[config.mk]
export PLATFORM = sky130hd
export DESIGN_NAME = req_credit_tx
export DESIGN_NICKNAME = d
export VERILOG_FILES = /design/src/rtl/req_credit_tx.sv
export SDC_FILE = /design/constraint.sdc
export NUM_CORES = 1
export LEC_CHECK = 0
export BUFFER_PORTS_ARGS = -buffer_cell sky130_fd_sc_hd__buf_2
export CAP_MARGIN = 10
export CORE_MARGIN = 2
export CORE_UTILIZATION = 45
export CTS_BUF_LIST = sky130_fd_sc_hd__clkbuf_8
export CTS_CLUSTER_SIZE = 40
export DETAILED_ROUTE_END_ITERATION = 8
export PLACE_DENSITY = 0.73
export SETUP_SLACK_MARGIN = 0.15
export SLEW_MARGIN = 5
export SYNTH_ARGS = -nofsm -noshare
export SYNTH_HDL_FRONTEND = slang
export SYNTH_SLANG_ARGS = --single-unit
export TNS_END_PERCENT = 5
[constraint.sdc]
create_clock -name clk -period 8.4 [get_ports clk]
set_input_delay 0.42 -clock clk [delete_from_list [all_inputs] [get_ports clk]]
set_output_delay 0.42 -clock clk [all_outputs]
set_load 0.005 [all_outputs]
[src/rtl/req_credit_tx.sv]
// req_credit_tx: request-channel transmitter for the req_val/req_data/req_credit
// channel. Producer requests are buffered in a small FIFO and issued as
// single-beat transfers, one per cycle at most, whenever both a queued entry
// and a credit are available. A drain handshake lets a sequencer quiesce the
// channel: no new requests are accepted, the FIFO empties, and drained rises
// once every outstanding credit has come back.
module req_credit_tx #(
  parameter int unsigned DATA_W      = 64,
  parameter int unsigned DEPTH       = 4,
  parameter int unsigned MAX_CREDITS = 8
) (
  input  logic                     clk,
  input  logic                     rst_n,
  input  logic                     in_val,
  output logic                     in_rdy,
  input  logic [DATA_W-1:0]        in_data,
  output logic                     req_val,
  output logic [DATA_W-1:0]        req_data,
  input  logic                     req_credit,
  input  logic                     drain_req,
  output logic                     drained,
  output logic [3:0]               credit_cnt,
  output logic [$clog2(DEPTH):0]   fifo_cnt,
  output logic                     err_credit_ovf
);

  localparam int unsigned PTR_W = $clog2(DEPTH);
  localparam int unsigned CNT_W = PTR_W + 1;

  localparam logic [3:0]       MAX_CRED = 4'(MAX_CREDITS);
  localparam logic [CNT_W-1:0] FULL_CNT = CNT_W'(DEPTH);

  typedef enum logic [1:0] {
    ST_INIT    = 2'd0,
    ST_RUN     = 2'd1,
    ST_DRAIN   = 2'd2,
    ST_DRAINED = 2'd3
  } state_e;

  state_e              state_q, state_d;
  logic [DATA_W-1:0]   mem_q [DEPTH];
  logic [PTR_W-1:0]    wr_ptr_q, wr_ptr_d;
  logic [PTR_W-1:0]    rd_ptr_q, rd_ptr_d;
  logic [CNT_W-1:0]    cnt_q, cnt_d;
  logic [3:0]          credit_q, credit_d;
  logic                req_val_q, req_val_d;
  logic [DATA_W-1:0]   req_data_q, req_data_d;
  logic                err_q, err_d;
  logic                drained_q, drained_d;

  logic                rdy;
  logic                push;
  logic                send;

  // Handshake and issue decisions; ready depends on occupancy only, so a pop
  // in the same cycle never opens a slot early.
  always_comb begin
    rdy  = (state_q == ST_RUN) && (cnt_q < FULL_CNT);
    push = in_val && rdy;
    send = (cnt_q != '0) && (credit_q != '0);
  end

  // FIFO pointer and occupancy bookkeeping; pointers wrap naturally at DEPTH.
  always_comb begin
    wr_ptr_d = wr_ptr_q;
    rd_ptr_d = rd_ptr_q;
    cnt_d    = cnt_q;
    if (push) begin
      wr_ptr_d = wr_ptr_q + PTR_W'(1);
    end
    if (send) begin
      rd_ptr_d = rd_ptr_q + PTR_W'(1);
    end
    case ({push, send})
      2'b10:   cnt_d = cnt_q + CNT_W'(1);
      2'b01:   cnt_d = cnt_q - CNT_W'(1);
      default: cnt_d = cnt_q;
    endcase
  end

  // Output beat register: the head entry is launched the cycle after send.
  always_comb begin
    req_val_d  = send;
    req_data_d = req_data_q;
    if (send) begin
      req_data_d = mem_q[rd_ptr_q];
    end
  end

  // Credit counter: a return in the same cycle as a send cancels out; a
  // return with no send while already full is dropped and flagged.
  always_comb begin
    credit_d = credit_q;
    err_d    = err_q;
    if (send && !req_credit) begin
      credit_d = credit_q - 4'd1;
    end else if (!send && req_credit) begin
      if (credit_q == MAX_CRED) begin
        err_d = 1'b1;
      end else begin
        credit_d = credit_q + 4'd1;
      end
    end
  end

  // Control FSM; drain completion also requires no beat in flight this cycle,
  // since a send paired with a credit return leaves the count at MAX.
  always_comb begin
    state_d = state_q;
    case (state_q)
      ST_INIT: begin
        state_d = ST_RUN;
      end
      ST_RUN: begin
        if (drain_req) begin
          state_d = ST_DRAIN;
        end
      end
      ST_DRAIN: begin
        if (!drain_req) begin
          state_d = ST_RUN;
        end else if ((cnt_q == '0) && (credit_q == MAX_CRED) && !req_val_q) begin
          state_d = ST_DRAINED;
        end
      end
      ST_DRAINED: begin
        if (!drain_req) begin
          state_d = ST_RUN;
        end
      end
      default: begin
        state_d = ST_INIT;
      end
    endcase
    drained_d = (state_d == ST_DRAINED);
  end

  // Control and status registers.
  always_ff @(posedge clk or negedge rst_n) begin
    if (!rst_n) begin
      state_q    <= ST_INIT;
      wr_ptr_q   <= '0;
      rd_ptr_q   <= '0;
      cnt_q      <= '0;
      credit_q   <= MAX_CRED;
      req_val_q  <= 1'b0;
      req_data_q <= '0;
      err_q      <= 1'b0;
      drained_q  <= 1'b0;
    end else begin
      state_q    <= state_d;
      wr_ptr_q   <= wr_ptr_d;
      rd_ptr_q   <= rd_ptr_d;
      cnt_q      <= cnt_d;
      credit_q   <= credit_d;
      req_val_q  <= req_val_d;
      req_data_q <= req_data_d;
      err_q      <= err_d;
      drained_q  <= drained_d;
    end
  end

  // FIFO storage; contents are don't-care until written, so no reset.
  always_ff @(posedge clk) begin
    if (push) begin
      mem_q[wr_ptr_q] <= in_data;
    end
  end

  assign in_rdy         = rdy;
  assign req_val        = req_val_q;
  assign req_data       = req_data_q;
  assign drained        = drained_q;
  assign credit_cnt     = credit_q;
  assign fifo_cnt       = cnt_q;
  assign err_credit_ovf = err_q;

endmodule

==> results of run 1 <==
-- logic make-up (layout without fill, tap and decap cells) --
family / count (synthesis) / after routing / synth area share (%)
other cells: 0 / 3 / 0
simple gates: 19 / 19 / 0.848
fa+ha+maj: 11 / 11 / 1.22
compound gates: 12 / 12 / 0.728
mux: 129 / 129 / 17.9
buf+inv: 32 / 257 / 1.36
xor+xnor: 9 / 9 / 0.629
flops: 336 / 336 / 77.3
-- power groups by stage --
stage	logic [µW]	clock network, µW	registers [µW]
after CTS	1400	1420	2370
after global routing	1500	1490	2400
after floorplan	1070	0	2260
after detailed placement	1390	0	2400
after global placement	1330	0	2380
final	1370	1380	2350
-- stage by stage --
step,setup WS [ps],utilization [%],cells,hold WS (ps)
final,5760,53.4,1154,80.0
after global routing,5550,53.4,1153,46.4
after CTS,5720,53.4,1151,35.3
after detailed placement,5740,49.4,1051,443
after global placement,5750,49.4,1051,437
after floorplan,5530,-,548,124
-- sequential cells by signal (all words and copies together), names as in the netlist --
name and count:
err_credit_ovf 1, credit_cnt 4, state_q 2, wr_ptr_q 2, req_val 1, fifo_cnt 3
drained 1, mem_q 256, rd_ptr_q 2, req_data 64
-- cells in the mapped netlist --
| cell | number | area, µm² |
|---|---|---|
| o21a_1 | 1 | 7.51 |
| xnor2_1 | 5 | 43.8 |
| mux2_4 | 20 | 300 |
| dfstp_2 | 1 | 26.3 |
| mux4_2 | 64 | 1440 |
| o41a_4 | 1 | 21.3 |
| mux2i_1 | 1 | 10.0 |
| and3_1 | 4 | 25.0 |
| buf_2 | 7 | 35.0 |
| and2_1 | 1 | 6.26 |
| o21ai_0 | 5 | 25.0 |
| o211a_1 | 1 | 10.0 |
| nor2b_1 | 1 | 6.26 |
| inv_1 | 11 | 41.3 |
| dfrtp_1 | 79 | 1980 |
| buf_6 | 3 | 33.8 |
| ha_1 | 9 | 113 |
| mux2_2 | 44 | 495 |
| nor2_1 | 2 | 7.51 |
| a21oi_1 | 1 | 5.00 |
| fa_1 | 2 | 40.0 |
| buf_4 | 5 | 37.5 |
| edfxtp_1 | 256 | 7690 |
| clkbuf_1 | 4 | 15.0 |
| nor4b_1 | 1 | 8.76 |
| nand2_1 | 5 | 18.8 |
| xor2_1 | 4 | 35.0 |
| or3_1 | 1 | 6.26 |
| a21o_1 | 3 | 22.5 |
| nor3b_1 | 3 | 22.5 |
| buf_1 | 2 | 7.51 |
| nor3_1 | 1 | 5.00 |
-- cell type report --
cell class              count  area (µm²)  share of cell area, %
diodes                      3        7.51                 0.0508
clock buffers              63         867                   5.87
clock inverters            36         233                   1.58
inverters                  11        41.3                  0.280
multi-input cells         180        2700                   18.3
flip-flops and latches    336        9700                   65.7
well taps                 378         473                   3.20
repair buffers            147         751                   5.08
-- routing by layer --
metal / GRT usage, % / routed length [µm]
met1: 21.3 / 9720
met3: 3.65 / 1100
met2: 28.1 / 11900
met4: 5.60 / 527
met5: 0 / 0
-- layout by cell type (no fill, tap or decap), drive strengths merged, types with 2 or more instances in the layout --
cell type and n:
o21ai 5, xnor2 5, clkinv 16, a21o 3
nor2 2, dfrtp 79, ha 9, inv 26
clkinvlp 2, xor2 4, mux2 64, nor3b 3
buf 146, and3 4, diode 3, edfxtp 256
mux4 64, nand2 5, bufinv 3, clkbuf 63
fa 2
-- path summary, 6_finish.rpt --
kind                                      from              to  slack, ps  depth (start not counted)
worst min-delay path               in_data[42]    mem_q[3][42]         80                          1
worst max-delay path             credit_cnt[0]   credit_cnt[3]       5760                          7
worst max register to register   credit_cnt[0]   credit_cnt[3]       5760                          7
worst min register to register  err_credit_ovf  err_credit_ovf        460                          1
max in group asynchronous                rst_n     rd_ptr_q[1]       6870                          3
min in group asynchronous                rst_n    req_data[53]        420                          2
==> results.cfg, run 1 <==
[status]
status = completed

[synth]
synth_fp_nets = 628
ys_seq_elements = 336
syn_area_um2 = 12500
syn_inst = 548
avgSynthCellArea_um2 = 22.9
ys_seq_area_share_pct = 77.3
synth.distinct_cells = 32
yosys_warnings = 0

[sta]
worstMarginPinSlew_ps = 1080
setup_tns_ps = 0
rsz0062_at_grt = false
post-route-period-util_pct = 31.4
hold_viol = 0
slew_headroom_pct = 28.2
slew_violations = 0
fmax_mhz = 379
finClkSkew_ps = 18.1
setup_violations = 0
finalCriticalPeriod_ps = 2640

[final_layout]
drive_gt1_share_pct = 46.4
nFillCells = 2170
syn_to_final_growth_pct = 17.8
design_area_um2 = 14800
nNetsFinal = 809

[detailed_routing]
ant_nets = 0
drc = 0
vias = 5888
wl_um = 23300
drtPass1Iterations = 4
drt-wirelength-per-cell_um = 20.2
vias_per_cell = 5.10
dr.first_iter.drc_count = 314

[cts]
cts_sinks = 336
cts.htree.levels = 2
post_cts_resized = 0
cts.clk_slew.worst_paths_ps = 60
postCtsSetupBuffers = 0
clock_path_buffers = 3
clkLatencyLatePin_ps = 560
cts_hold_buf = 1
cts_tree = done
cts_buffers = 53
cts-root-buf = clkbuf_8

[place]
dpl.hpwl_um = 13200
port_buffers = 143
place_congestion = 0.742
placed_cell_area_um2 = 13600

[power]
total_leakage_power_uw = 0.00548
powerDensity_nw_per_um2 = 346
p_switching_uw = 1420
p_comb_share_pct = 26.8
ir_drop_v = 0.000154
internal_power_uw = 3680
power_frac_seq_pct = 46.1
p_sw_share_pct = 27.9
clockPowerShare_pct = 27.1
power.total_uw = 5110

[worst_setup_path]
arrival_ps = 3120
path_max_fanout = 31
slowest_delay_ps = 720
cpMostUsedCell = ha_1
critPathTopFamily = compound AO/OA/AOI/OAI gates
crit_type = flop to flop
crit_path_start_kind = flop
path_cells = o41a_4, ha_1, ha_1, a21o_1, a21oi_1, mux2i_1, xnor2_1
end_kind = flop
worstPathRequired_ps = 8880
path_buf_inv = 0
cpMaxStageDelayCell = o41a_4

[global_routing]
grt_overflow = 0
grt_pass1_wl_um = 36500
grt_max_degree = 66
antenna_found_initial = 2
track_usage_pct = 16.5
grt_pass1_vias = 6496

[worst_hold_path]
hp-class = input pin to flop

[job]
maxCapViolCount = 0

[die]
initial_utilization_pct = 45.4
std_cell_rows = 61
core_area_um2 = 27600
dieHeight_um = 171
io_pins = 144
die_w_um = 171
die_area_um2 = 29200
Note: power is estimated with default switching activity, not from simulation.
==> run 2, diff against run 1 <==
ABC_AREA = 1   (was default)
PLACE_DENSITY = 0.75   (was 0.73)
clock period = 2.4 ns   (was 8.4 ns; I/O delays follow)
==> run 2 against run 1 <==
Compared with the run above: clock power increased to 3.2 times the previous value; combinational power rose to 4.8 times the previous value; critical path type unchanged; largest power group unchanged; largest cell class unchanged; via count grew 46%; core utilization rose by 2.2 points; worst hold slack improved by 19 ps; clock skew hardly changed; synthesized cell count up 110%; final cell count grew 54%; power rose to 3.7 times the previous value.
==> results.cfg, run 2 <==
[die]
core_area_um2 = 28700
dieHeight_um = 175
std_cell_rows = 62
die_area_um2 = 30500
io_pins = 144
initial_utilization_pct = 45.6
die_w_um = 175

[synth]
synthMostInstantiatedCell = nand2_1
ys_seq_area_share_pct = 74.0
yosys.area_share.simple_pct = 16.2
ys_async_sr_fraction_pct = 23.8
synth_top_cell_by_area = edfxtp_1
syn_area_um2 = 13100
avgSynthCellArea_um2 = 11.6
synthMuxAreaShare_pct = 0
synth.distinct_cells = 23
synth_xor_area_share_pct = 0.401
ys_seq_elements = 336
synth.top_cell.area_share_pct = 58.7
synth-compound-area-share_pct = 5.15
synth_common_cells = 282 x nand2_1, 272 x nor2_1, 256 x edfxtp_1
yosys_warnings = 0
synth-edff-count = 256
synth_flop_cell = edfxtp_1
synthTopCellsByArea = edfxtp_1 59%, dfrtp_1 15%, nand2_1 8.1%, nor2_1 7.8%, o21ai_0 4.7%
syn_inst = 1129
synth_top_family_by_area = simple AND/OR/NAND/NOR gates
synthAdderAreaFrac_pct = 1.17
synth_fp_nets = 1209

[sta]
hold_viol = 0
setup_tns_ps = 0
post-route-period-util_pct = 84.1
slew_headroom_pct = 44.5
setup_violations = 0
finClkSkew_ps = 18.5
worstMarginPinSlew_ps = 833
slew_violations = 0
fmax_mhz = 495
finalCriticalPeriod_ps = 2020
rsz0062_at_grt = false

[worst_setup_path]
slowest_delay_ps = 420
arrival_ps = 2520
cpMaxStageDelayCell = dfrtp_1
path_depth = 12
path_buf_inv = 1
critPathTopFamily = simple AND/OR/NAND/NOR gates
end_kind = flop
r2r_cells = 12
cpMostUsedCell = nand2_1
crit_path_start_kind = flop
path_max_fanout = 5
path_cells = nor2_2, nand2_1, nand2_4, inv_2, ha_1, ha_1, or2_2, nand2_1, nand2_1, nand2_1, nand2_1, nand2_1
crit_type = flop to flop
worstPathRequired_ps = 2900

[power]
ir_drop_v = 0.000812
p_comb_share_pct = 34.9
power_frac_seq_pct = 41.5
internal_power_uw = 12000
p_sw_share_pct = 36.3
p_switching_uw = 6830
clockPowerShare_pct = 23.5
powerDensity_nw_per_um2 = 1180
total_leakage_power_uw = 0.00660
power.total_uw = 18800

[place]
dpl.hpwl_um = 14700
dp.cells = 1618
port_buffers = 143
placed_cell_area_um2 = 14300
place_congestion = 0.763

[global_routing]
grt_pass1_wl_um = 44000
track_usage_pct = 18.3
grt_pass1_vias = 8803
grt_overflow = 0
antenna_found_initial = 0
grt_max_degree = 130

[status]
status = completed

[job]
maxCapViolCount = 0

[final_layout]
top_register = mem_q
nFillCells = 2413
instances_no_fill = 1782
diodes = 0
final_common_cell = nand2_1
final_cell_mix = 280 x nand2_1, 267 x nor2_1, 256 x edfxtp_1, 142 x buf_2, 124 x o21ai_0
design_area_um2 = 16000
syn_to_final_growth_pct = 21.9
largest_reg_flops = 256
nNetsFinal = 1436
drive_gt1_share_pct = 17.5

[worst_hold_path]
hp-class = input pin to async pin

[detailed_routing]
dr.first_iter.drc_count = 603
drc = 0
drt-wirelength-per-cell_um = 15.5
vias = 8569
vias_per_cell = 4.81
drtPass1Iterations = 5
ant_nets = 0
wl_um = 27600

[cts]
postCtsSetupBuffers = 0
clock_path_buffers = 3
cts.htree.levels = 2
cts.clk_slew.worst_paths_ps = 60
cts_sinks = 336
cts-root-buf = clkbuf_8
post_cts_resized = 0
clkLatencyLatePin_ps = 570
cts_tree = done
cts_buffers = 52
## run 2: what timing repair did
| item | 4_1_cts | 5_1_grt |
|---|---|---|
| hold endpoints to repair | 329 | 0 |
| setup endpoints to repair | 0 | 0 |
| hold buffers | 68 | 0 |
## run 2: power by group through the flow
stage                     clock network, µW  registers, µW  logic, µW
final                                  4430           7820       6580
after global routing                   4800           7920       7560
after CTS                              4560           7810       6690
after detailed placement                  0           7920       6570
after global placement                    0           7890       6390
after floorplan                           0           7910       4380
## run 2: per-layer routing
layer  GRT usage [%]  routed length, µm
met1            22.6              11900
met2            32.5              13800
met3            3.19               1090
met4            6.84                736
met5               0                  0
## run 2: cell type report
cell class / count / area (µm²) / share of cell area (%)
Timing Repair Buffer: 228 / 1650 / 10.3
Clock buffer: 55 / 757 / 4.74
Sequential cell: 336 / 9700 / 60.7
Clock inverter: 41 / 226 / 1.42
Tap cell: 384 / 480 / 3.01
Inverter: 26 / 98.8 / 0.619
Multi-Input combinational cell: 712 / 3050 / 19.1
## run 2: worst paths after layout
path | end | startpoint | slack, ps
max in group asynchronous | rd_ptr_q[0] | rst_n | 1640
hold / removal | req_data[13] | rst_n | 100
hold reg to reg | err_credit_ovf | err_credit_ovf | 470
setup / recovery | credit_cnt[3] | credit_cnt[1] | 380
setup reg to reg | credit_cnt[3] | credit_cnt[1] | 380
min in group clk | state_q[0] | drain_req | 270
## run 2: cell families after synthesis
kind of cell / after synthesis
flops: 336
buf+inv: 81
simple gates: 561
xor+xnor: 6
compound gates: 134
fa+ha+maj: 11
## run 2: through the flow
step	setup WS (ps)	hold slack (ps)	utilization, %
floorplan	172	-176	-
global placement	416	141	49.8
detailed placement	388	149	49.8
CTS	365	103	55.6
global route	242	116	55.6
finish	381	98.6	55.6
